$ cat src/rtl/counter_down15.sv
// counter_down15 -- loadable down counter (counts MAX -> 0) with wrap or
// one-shot stop, a terminal-count pulse and a registered DONE flag.
//
// Optional feature macro: COUNTER_DOWN_SEVSEG_EN
//   defined   -> adds the seg[6:0] port with a combinational hex decode of out
//   undefined -> no seg port and no decode logic; counting is identical
//
// Per-edge priority is RESET > LOAD > EN. All outputs except seg are registered.

module counter_down15 #(
    parameter int WIDTH = 4
) (
    input  logic             CLK,
    input  logic             RESET,
    input  logic             EN,
    input  logic             LOAD,
    input  logic [WIDTH-1:0] LOAD_VAL,
    input  logic             MODE,
    output logic [WIDTH-1:0] out,
    output logic             TC,
`ifdef COUNTER_DOWN_SEVSEG_EN
    output logic             DONE,
    output logic [6:0]       seg
`else
    output logic             DONE
`endif
);

    localparam logic [WIDTH-1:0] CNT_MAX  = '1;
    localparam logic [WIDTH-1:0] CNT_ZERO = '0;
    localparam logic [WIDTH-1:0] CNT_ONE  = {{(WIDTH-1){1'b0}}, 1'b1};

    // COUNT: normal counting. HOLD: one-shot parked at zero until LOAD/RESET.
    typedef enum logic [0:0] {
        ST_COUNT = 1'b0,
        ST_HOLD  = 1'b1
    } state_t;

    state_t           r_state;
    logic [WIDTH-1:0] r_count;
    logic             r_tc;
    logic             r_done;

    state_t           w_state_nxt;
    logic [WIDTH-1:0] w_count_nxt;
    logic             w_tc_nxt;
    logic             w_done_nxt;

    // Register the state together with every registered output.
    always_ff @(posedge CLK) begin
        // NOTE: sequential state uses non-blocking assignments so every register
        // samples the pre-edge values, independent of statement order.
        if (RESET) begin
            r_state <= ST_COUNT;
            r_count <= CNT_MAX;
            r_tc    <= 1'b0;
            r_done  <= 1'b0;
        end else begin
            r_state <= w_state_nxt;
            r_count <= w_count_nxt;
            r_tc    <= w_tc_nxt;
            r_done  <= w_done_nxt;
        end
    end

    // Next-state and next-output decision: LOAD first, then EN within the state.
    always_comb begin
        // NOTE: every target gets a default first, so no path can leave a value
        // unassigned and infer a latch.
        w_state_nxt = r_state;
        w_count_nxt = r_count;
        w_tc_nxt    = 1'b0;
        w_done_nxt  = r_done;

        if (LOAD) begin
            // A preset never raises TC; a zero preset in one-shot parks at once.
            w_count_nxt = LOAD_VAL;
            if ((LOAD_VAL == CNT_ZERO) && MODE) begin
                w_state_nxt = ST_HOLD;
                w_done_nxt  = 1'b1;
            end else begin
                w_state_nxt = ST_COUNT;
                w_done_nxt  = 1'b0;
            end
        end else begin
            unique case (r_state)
                ST_COUNT: begin
                    w_done_nxt = 1'b0;
                    if (EN) begin
                        if (r_count > CNT_ONE) begin
                            w_count_nxt = r_count - CNT_ONE;
                        end else if (r_count == CNT_ONE) begin
                            // The only transition that produces a terminal count.
                            w_count_nxt = CNT_ZERO;
                            w_tc_nxt    = 1'b1;
                            if (MODE) begin
                                w_state_nxt = ST_HOLD;
                                w_done_nxt  = 1'b1;
                            end
                        end else if (!MODE) begin
                            // Sitting at zero in wrap mode: roll over silently.
                            w_count_nxt = CNT_MAX;
                        end else begin
                            // Zero reached earlier in wrap mode, then MODE went
                            // high: park without a second TC.
                            w_state_nxt = ST_HOLD;
                            w_done_nxt  = 1'b1;
                        end
                    end
                end
                ST_HOLD: begin
                    w_count_nxt = CNT_ZERO;
                    w_done_nxt  = 1'b1;
                end
                default: begin
                    w_state_nxt = ST_COUNT;
                    w_done_nxt  = 1'b0;
                end
            endcase
        end
    end

    assign out  = r_count;
    assign TC   = r_tc;
    assign DONE = r_done;

`ifdef COUNTER_DOWN_SEVSEG_EN
    logic [3:0] w_nibble;

    generate
        if (WIDTH >= 4) begin : g_nib_slice
            assign w_nibble = r_count[3:0];
        end else begin : g_nib_pad
            assign w_nibble = {{(4-WIDTH){1'b0}}, r_count};
        end
    endgenerate

    // Active-high hex decode of the low nibble, seg[6]=a ... seg[0]=g.
    always_comb begin
        seg = 7'b0000000;
        unique case (w_nibble)
            4'h0: seg = 7'b1111110;
            4'h1: seg = 7'b0110000;
            4'h2: seg = 7'b1101101;
            4'h3: seg = 7'b1111001;
            4'h4: seg = 7'b0110011;
            4'h5: seg = 7'b1011011;
            4'h6: seg = 7'b1011111;
            4'h7: seg = 7'b1110000;
            4'h8: seg = 7'b1111111;
            4'h9: seg = 7'b1111011;
            4'hA: seg = 7'b1110111;
            4'hB: seg = 7'b0011111;
            4'hC: seg = 7'b1001110;
            4'hD: seg = 7'b0111101;
            4'hE: seg = 7'b1001111;
            4'hF: seg = 7'b1000111;
            default: seg = 7'b0000000;
        endcase
    end
`else
    // No display decode in this build; the counter is unaffected.
`endif

endmodule
$ cat config.mk
export PLATFORM = sky130hd
export DESIGN_NAME = counter_down15
export DESIGN_NICKNAME = d
export VERILOG_FILES = /design/src/rtl/counter_down15.sv
export SDC_FILE = /design/constraint.sdc
export NUM_CORES = 1
export LEC_CHECK = 0
export BUFFER_PORTS_ARGS = -buffer_cell sky130_fd_sc_hd__buf_2
export CORE_AREA = 2 2 39 41
export CTS_BUF_LIST = sky130_fd_sc_hd__clkbuf_2 sky130_fd_sc_hd__clkbuf_4 sky130_fd_sc_hd__clkbuf_8
export CTS_CLUSTER_SIZE = 16
export DETAILED_ROUTE_END_ITERATION = 10
export DIE_AREA = 0 0 41 43
export PLACE_DENSITY = 0.54
export SETUP_SLACK_MARGIN = 0.15
export SYNTH_ARGS = -nofsm -noshare
export SYNTH_HDL_FRONTEND = slang
export SYNTH_SLANG_ARGS = --single-unit
$ cat constraint.sdc
create_clock -name CLK -period 4.4 [get_ports CLK]
set_input_delay 0.66 -clock CLK [delete_from_list [all_inputs] [get_ports CLK]]
set_output_delay 0.66 -clock CLK [all_outputs]
set_load 0.01 [all_outputs]
==> flow_summary.json, run 1 <==
{
  "endpoint_kind": "flop",
  "grt_first_pass_wirelength_um": 1518,
  "p_comb_share_pct": 23.1,
  "die_area_um2": 1763,
  "fin_crit_sh_pct": 38.51,
  "fmax_ghz": 0.5901,
  "syn_avg_cell_area_um2": 8.432,
  "layout_min_cycle_time_ps": 1695,
  "synth_top_flop_cell": "dfxtp_1",
  "drt_wl_total_um": 961,
  "clkLatencyLatePin_ps": 250,
  "rrSetupSlack_ps": 2710,
  "antenna_left": 0,
  "rows": 14,
  "p_sw_mw": 0.04488,
  "io_buffers": 14,
  "drive_gt1_share_pct": 33.33,
  "path_buf_inv": 1,
  "route.detailed.drc": 0,
  "synth.largest_area_cell": "dfxtp_1",
  "cts_buffer_depth": 2,
  "grt_overflow": 0,
  "io-pin-count": 15,
  "via_per_inst": 5.481,
  "drt-initial-drc-count": 6,
  "setup_violations": 0,
  "ctsHoldBuffers": 0,
  "die_w_um": 41,
  "dp_hpwl_um": 780.3,
  "tightest_slew_ps": 316.1,
  "final_max_slew_viol_count": 0,
  "hold_viol": 0,
  "relSlewSlack_pct": 78.63,
  "antenna_found_initial": 0,
  "p_sw_share_pct": 29.84,
  "status": "complete, no violations",
  "cts_sinks": 6,
  "final.setup.tns_ps": 0,
  "cp_top_family": "compound AO/OA/AOI/OAI gates",
  "clock-skew-final_ps": 13.55,
  "max_stage_delay_ps": 420,
  "critPathArrivalTime_ps": 1850,
  "post_cts_resized": 0,
  "synth_common_cells": "dfxtp_1, nor2_1, a21oi_1",
  "cp_slowest_cell": "or3b_4",
  "vias": 433,
  "cts_setup_buffers": 0,
  "internal_power_mw": 0.1055,
  "first_pass_iters": 4,
  "grt_max_degree": 9,
  "cp_cell_sequence": "inv_1 -> ha_1 -> or3b_4 -> a221oi_1 -> a21oi_1 -> a22oi_1",
  "vdd_ir_drop_max_uv": 83.74,
  "flow.area_growth_from_synthesis_pct": 29.03,
  "die_y_um": 43,
  "coreArea_um2": 1384,
  "htreeDepth": 1,
  "p_clk_share_pct": 34.4,
  "required_ps": 4560,
  "instances_no_fill": 79,
  "pwr_density_cell_nw_per_um2": 300.5,
  "start_kind": "flop",
  "synth-edff-count": 0,
  "grt_pass1_vias": 378,
  "p_leak_nw": 0.2110,
  "yosysWarningCount": 0,
  "cp_max_fo": 5,
  "place_inst": 76,
  "tritoncts": "done",
  "track_usage_pct": 13.29,
  "rsz0062_at_grt": "false",
  "fin_nets": 76,
  "start_util_pct": 28.03,
  "min_path_type": "flop to flop",
  "place_congestion": 0.7170,
  "syn_area_um2": 387.9,
  "async_flop_share_pct": 0,
  "synth_seq_cells": 6,
  "clockRootBuffer": "clkbuf_4",
  "drv_cap": 0,
  "synth_nets": 57,
  "crit_type": "flop to flop",
  "synthDistinctLibCells": 23,
  "yosys-top-cells-area": "dfxtp_1, a21oi_1, ha_1",
  "seq_area_frac_synth_pct": 30.97,
  "seq_power_share_pct": 42.4,
  "cts.clk_slew.worst_paths_ps": 40,
  "detail_route.wl_per_cell_um": 12.16,
  "cts_buffers": 3,
  "post-route-util_pct": 36.17,
  "synthCells": 46,
  "synth_top_area_share_pct": 30.97,
  "diodes": 0
}
## worst register-to-register path, stage by stage, from the launching register on
cell      delay, ps
dfxtp_1         340
inv_1           100
ha_1            210
or3b_4          420
a221oi_1        280
a21oi_1          90
a22oi_1         180
## cell type report
class	instances	area (µm²)
multi-input combinational	38	260.3
fill	151	883.3
inverter	2	7.507
sequential	6	120.1
clock buffer	3	22.52
timing repair buffer	14	70.07
tap	16	20.02
## power by group through the flow
stage	registers [mW]	logic [mW]	clock network (mW)
global route	0.0645	0.0391	0.0564
finish	0.0638	0.0348	0.0518
global placement	0.0650	0.0355	0
floorplan	0.0657	0.0193	0
CTS	0.0638	0.0349	0.0529
detailed placement	0.0648	0.0347	0
## cells in the final DEF, fill, tap and decap left out, drive strengths merged
cell	Yosys	routed
nor4b	2	2
nor2	6	6
o21bai	1	1
nand3b	1	1
o21ba	1	1
nand2	3	3
or3b	1	1
a221oi	2	2
buf	0	14
o21ai	3	3
xnor2	1	1
a22oi	1	1
o2111ai	1	1
or3	2	2
nand2b	1	1
a32oi	1	1
clkbuf	0	3
nor3	2	2
o31ai	1	1
ha	2	2
inv	2	2
or2	1	1
a21oi	5	5
dfxtp	6	6
## flip-flops by register name, summed over array words and instances, names as in the netlist
| register | cells |
|---|---|
| out | 4 |
| TC | 1 |
| r_state | 1 |
## metal layers
layer	routed length, µm	GRT usage, %	vias to the layer above	part of all wire [%]
met4	29	12.00	0	3.0
met3	60	3.141	6	6.2
met2	436	18.44	24	45
met1	435	15.91	195	45
met5	0	0	-	0
li1	-	-	208	-
## logic make-up (layout without fill, tap and decap cells)
logic type / after synthesis / after routing / share of synthesized area (%)
buf+inv: 2 / 19 / 1.936
fa+ha+maj: 2 / 2 / 6.451
xor+xnor: 1 / 1 / 2.258
flops: 6 / 6 / 30.97
simple gates: 19 / 19 / 27.10
compound gates: 16 / 16 / 31.29
## metrics by stage
stage / hold slack, ps / total power, mW / instance area (µm²) / worst slack [ps]
after global routing: 619.6 / 0.1600 / 500.5 / 2589
after CTS: 557.7 / 0.1517 / 500.5 / 2707
after floorplan: 553.6 / 0.08502 / 387.9 / 2809
after global placement: 549.1 / 0.1006 / 478.0 / 2624
final: 559.3 / 0.1504 / 500.5 / 2705
after detailed placement: 549.0 / 0.09958 / 478.0 / 2614
## path summary, 6_finish.rpt
| kind | from | end | cells after the start |
|---|---|---|---|
| min | out[1] | out[1] | 2 |
| max | out[0] | out[1] | 6 |
| min reg2reg | out[1] | out[1] | 2 |
| max reg2reg | out[0] | out[1] | 6 |
(Power assumes the default switching activity.)
==> run 2: changes to the inputs <==
--- a/config.mk
+++ b/config.mk
@@ -11,7 +11,7 @@
 export CTS_CLUSTER_SIZE = 16
 export DETAILED_ROUTE_END_ITERATION = 10
 export DIE_AREA = 0 0 41 43
-export PLACE_DENSITY = 0.54
+export PLACE_DENSITY = 0.56
 export SETUP_SLACK_MARGIN = 0.15
 export SYNTH_ARGS = -nofsm -noshare
 export SYNTH_HDL_FRONTEND = slang
==> constraint.sdc (replaced) <==
create_clock -name CLK -period 1.51 [get_ports CLK]
set_input_delay 0.2265 -clock CLK [delete_from_list [all_inputs] [get_ports CLK]]
set_output_delay 0.2265 -clock CLK [all_outputs]
set_load 0.01 [all_outputs]
==> run 2 against run 1 <==
Via count is 4.8% higher. Total power grew to 3.4 times the previous value. Largest power group is now the clock network. Non-clock buffer count is 7 higher. Register-to-register slack worse by 2700 ps. Setup slack worse by 2700 ps. First-iteration DRC count grew to 3.0 times the previous value. Sequential share of layout area is 2.6 points lower. Final cell count is 10% higher. Clock power grew to 3.6 times the previous value. Fmax is 13% higher. Sequential power grew to 2.9 times the previous value. Critical path depth stayed put.
==> flow_summary.json, run 2 (synthesis results as in run 1) <==
{
  "crit_start": "out[0]",
  "cts_buffer_depth": 2,
  "rows": 14,
  "holdWs_ps": 207.3,
  "die_area_um2": 1763,
  "cp_cell_sequence": "inv_4 -> ha_4 -> or3b_4 -> o31ai_4 -> nor2_1 -> a32oi_1",
  "multiInputGateArea_um2": 284.0,
  "fin_nets": 83,
  "pwr_density_cell_nw_per_um2": 851.8,
  "antenna_left": 0,
  "rsz0062_at_grt": "true",
  "route.met3.wl_um": 71,
  "final.setup.tns_ps": 0,
  "track_usage_pct": 14.79,
  "critPathArrivalTime_ps": 1670,
  "die_y_um": 43,
  "die_w_um": 41,
  "place_inst": 81,
  "cts_buffers": 3,
  "relSlewSlack_pct": 83.07,
  "crit_type": "flop to flop",
  "wl_met1_um": 500,
  "clock-skew-final_ps": 12.11,
  "start_kind": "flop",
  "grt_overflow": 0,
  "regArea_um2": 127.6,
  "via_per_inst": 5.218,
  "max_stage_delay_ps": 400,
  "drt-initial-drc-count": 18,
  "cts.clk_slew.worst_paths_ps": 60,
  "min_from": "LOAD_VAL[0]",
  "final_cell_mix": "buf_2, buf_4, nor2_1, a21oi_1",
  "diodes": 0,
  "grt_pass1_vias": 430,
  "vdd_ir_drop_max_uv": 422.9,
  "final_common_cell": "buf_2",
  "io-pin-count": 15,
  "grt_first_pass_wirelength_um": 1731,
  "cp_slowest_cell": "or3b_4",
  "layout_min_cycle_time_ps": 1496,
  "clkLatencyLatePin_ps": 250,
  "final_max_slew_viol_count": 0,
  "htreeDepth": 1,
  "cp_max_fo": 4,
  "required_ps": 1690,
  "min_path_type": "input pin to flop",
  "dp_hpwl_um": 800.2,
  "drv_cap": 0,
  "clockRootBuffer": "clkbuf_4",
  "r2r-start": "out[0]",
  "coreArea_um2": 1384,
  "fmax_ghz": 0.6683,
  "routed.top_layer": "met3",
  "tritoncts": "done",
  "dp_slack_ps": 19.71,
  "largest_reg_flops": 4,
  "hold_viol": 0,
  "antenna_found_initial": 0,
  "endpoint_kind": "flop",
  "setup_violations": 0,
  "start_util_pct": 28.03,
  "tightest_slew_ps": 250.5,
  "first_pass_iters": 4,
  "flow.area_growth_from_synthesis_pct": 53.87,
  "fillCellCount": 144,
  "instances_no_fill": 87,
  "fin_crit_sh_pct": 99.10,
  "drt_wl_total_um": 1028,
  "wl_met2_um": 456,
  "placed_area_um2": 546.8,
  "status": "complete, no violations",
  "grt_max_degree": 8,
  "place_congestion": 0.8334,
  "io_buffers": 14,
  "fin_area_um2": 596.8,
  "drive_gt1_share_pct": 50.70,
  "vias": 454,
  "fin_ws_ps": 13.63,
  "p_leak_nw": 0.2493,
  "route.detailed.drc": 0,
  "detail_route.wl_per_cell_um": 11.82,
  "cts_sinks": 6
}
## run 2: cell count changes in the layout (fill, tap and decap cells not counted), moves of 2 or more
cell,previous run,this run
dfxtp_1,6,4
inv_1,2,0
dfxtp_4,0,2
inv_4,0,2
buf_4,0,7
## run 2: repair_timing
item / 4_1_cts / 5_1_grt
hold buffers: 0 / 0
endpoints found under the setup margin: 4 / 4
setup buffers: 2 / 0
pin swaps: 2 / 1
gates resized for setup: 0 / 2
## run 2: layer usage
| metal | up-vias | global-route usage, % |
|---|---|---|
| met1 | 212 | 17.80 |
| met4 | 0 | 4.000 |
| li1 | 227 | - |
| met5 | - | 0 |
| met2 | 15 | 22.19 |
| met3 | 0 | 7.853 |
## run 2: report_power, final
group / internal [mW] / switching, mW / leakage, nW / total (mW)
clock network: 0.119 / 0.0663 / 0.0184 / 0.185
logic: 0.0702 / 0.0700 / 0.181 / 0.140
registers: 0.171 / 0.0128 / 0.0500 / 0.183
## run 2: worst paths after layout
| check | slack (ps) | cells after the start | to |
|---|---|---|---|
| min | 210 | 3 | out[0] |
| max | 10 | 6 | out[3] |
| min reg2reg | 560 | 2 | r_state |
| max reg2reg | 10 | 6 | out[3] |
## run 2: cell type report
type | count | area share (%)
Inverter | 2 | 2.096
Sequential cell | 6 | 21.38
Clock buffer | 4 | 5.031
Multi-Input combinational cell | 38 | 47.59
Tap cell | 16 | 3.354
Timing Repair Buffer | 21 | 20.55
## run 2: metrics by stage
| stage | utilization [%] | power, mW |
|---|---|---|
| 3_3_place_gp | 39.51 | 0.3195 |
| 4_1_cts | 42.77 | 0.5162 |
| 5_1_grt | 43.13 | 0.5496 |
| 2_1_floorplan | - | 0.2614 |
| 6_report | 43.13 | 0.5084 |
| 3_5_place_dp | 39.51 | 0.3185 |
## run 2: critical path, delay by kind of cell, from the launching register on
kind	cells	cell delay [ps]
AOI/OAI and AO/OA	2	390
DFF	1	360
and+or+nand+nor	2	490
adders and majority gates	1	120
buffers and inverters	1	60
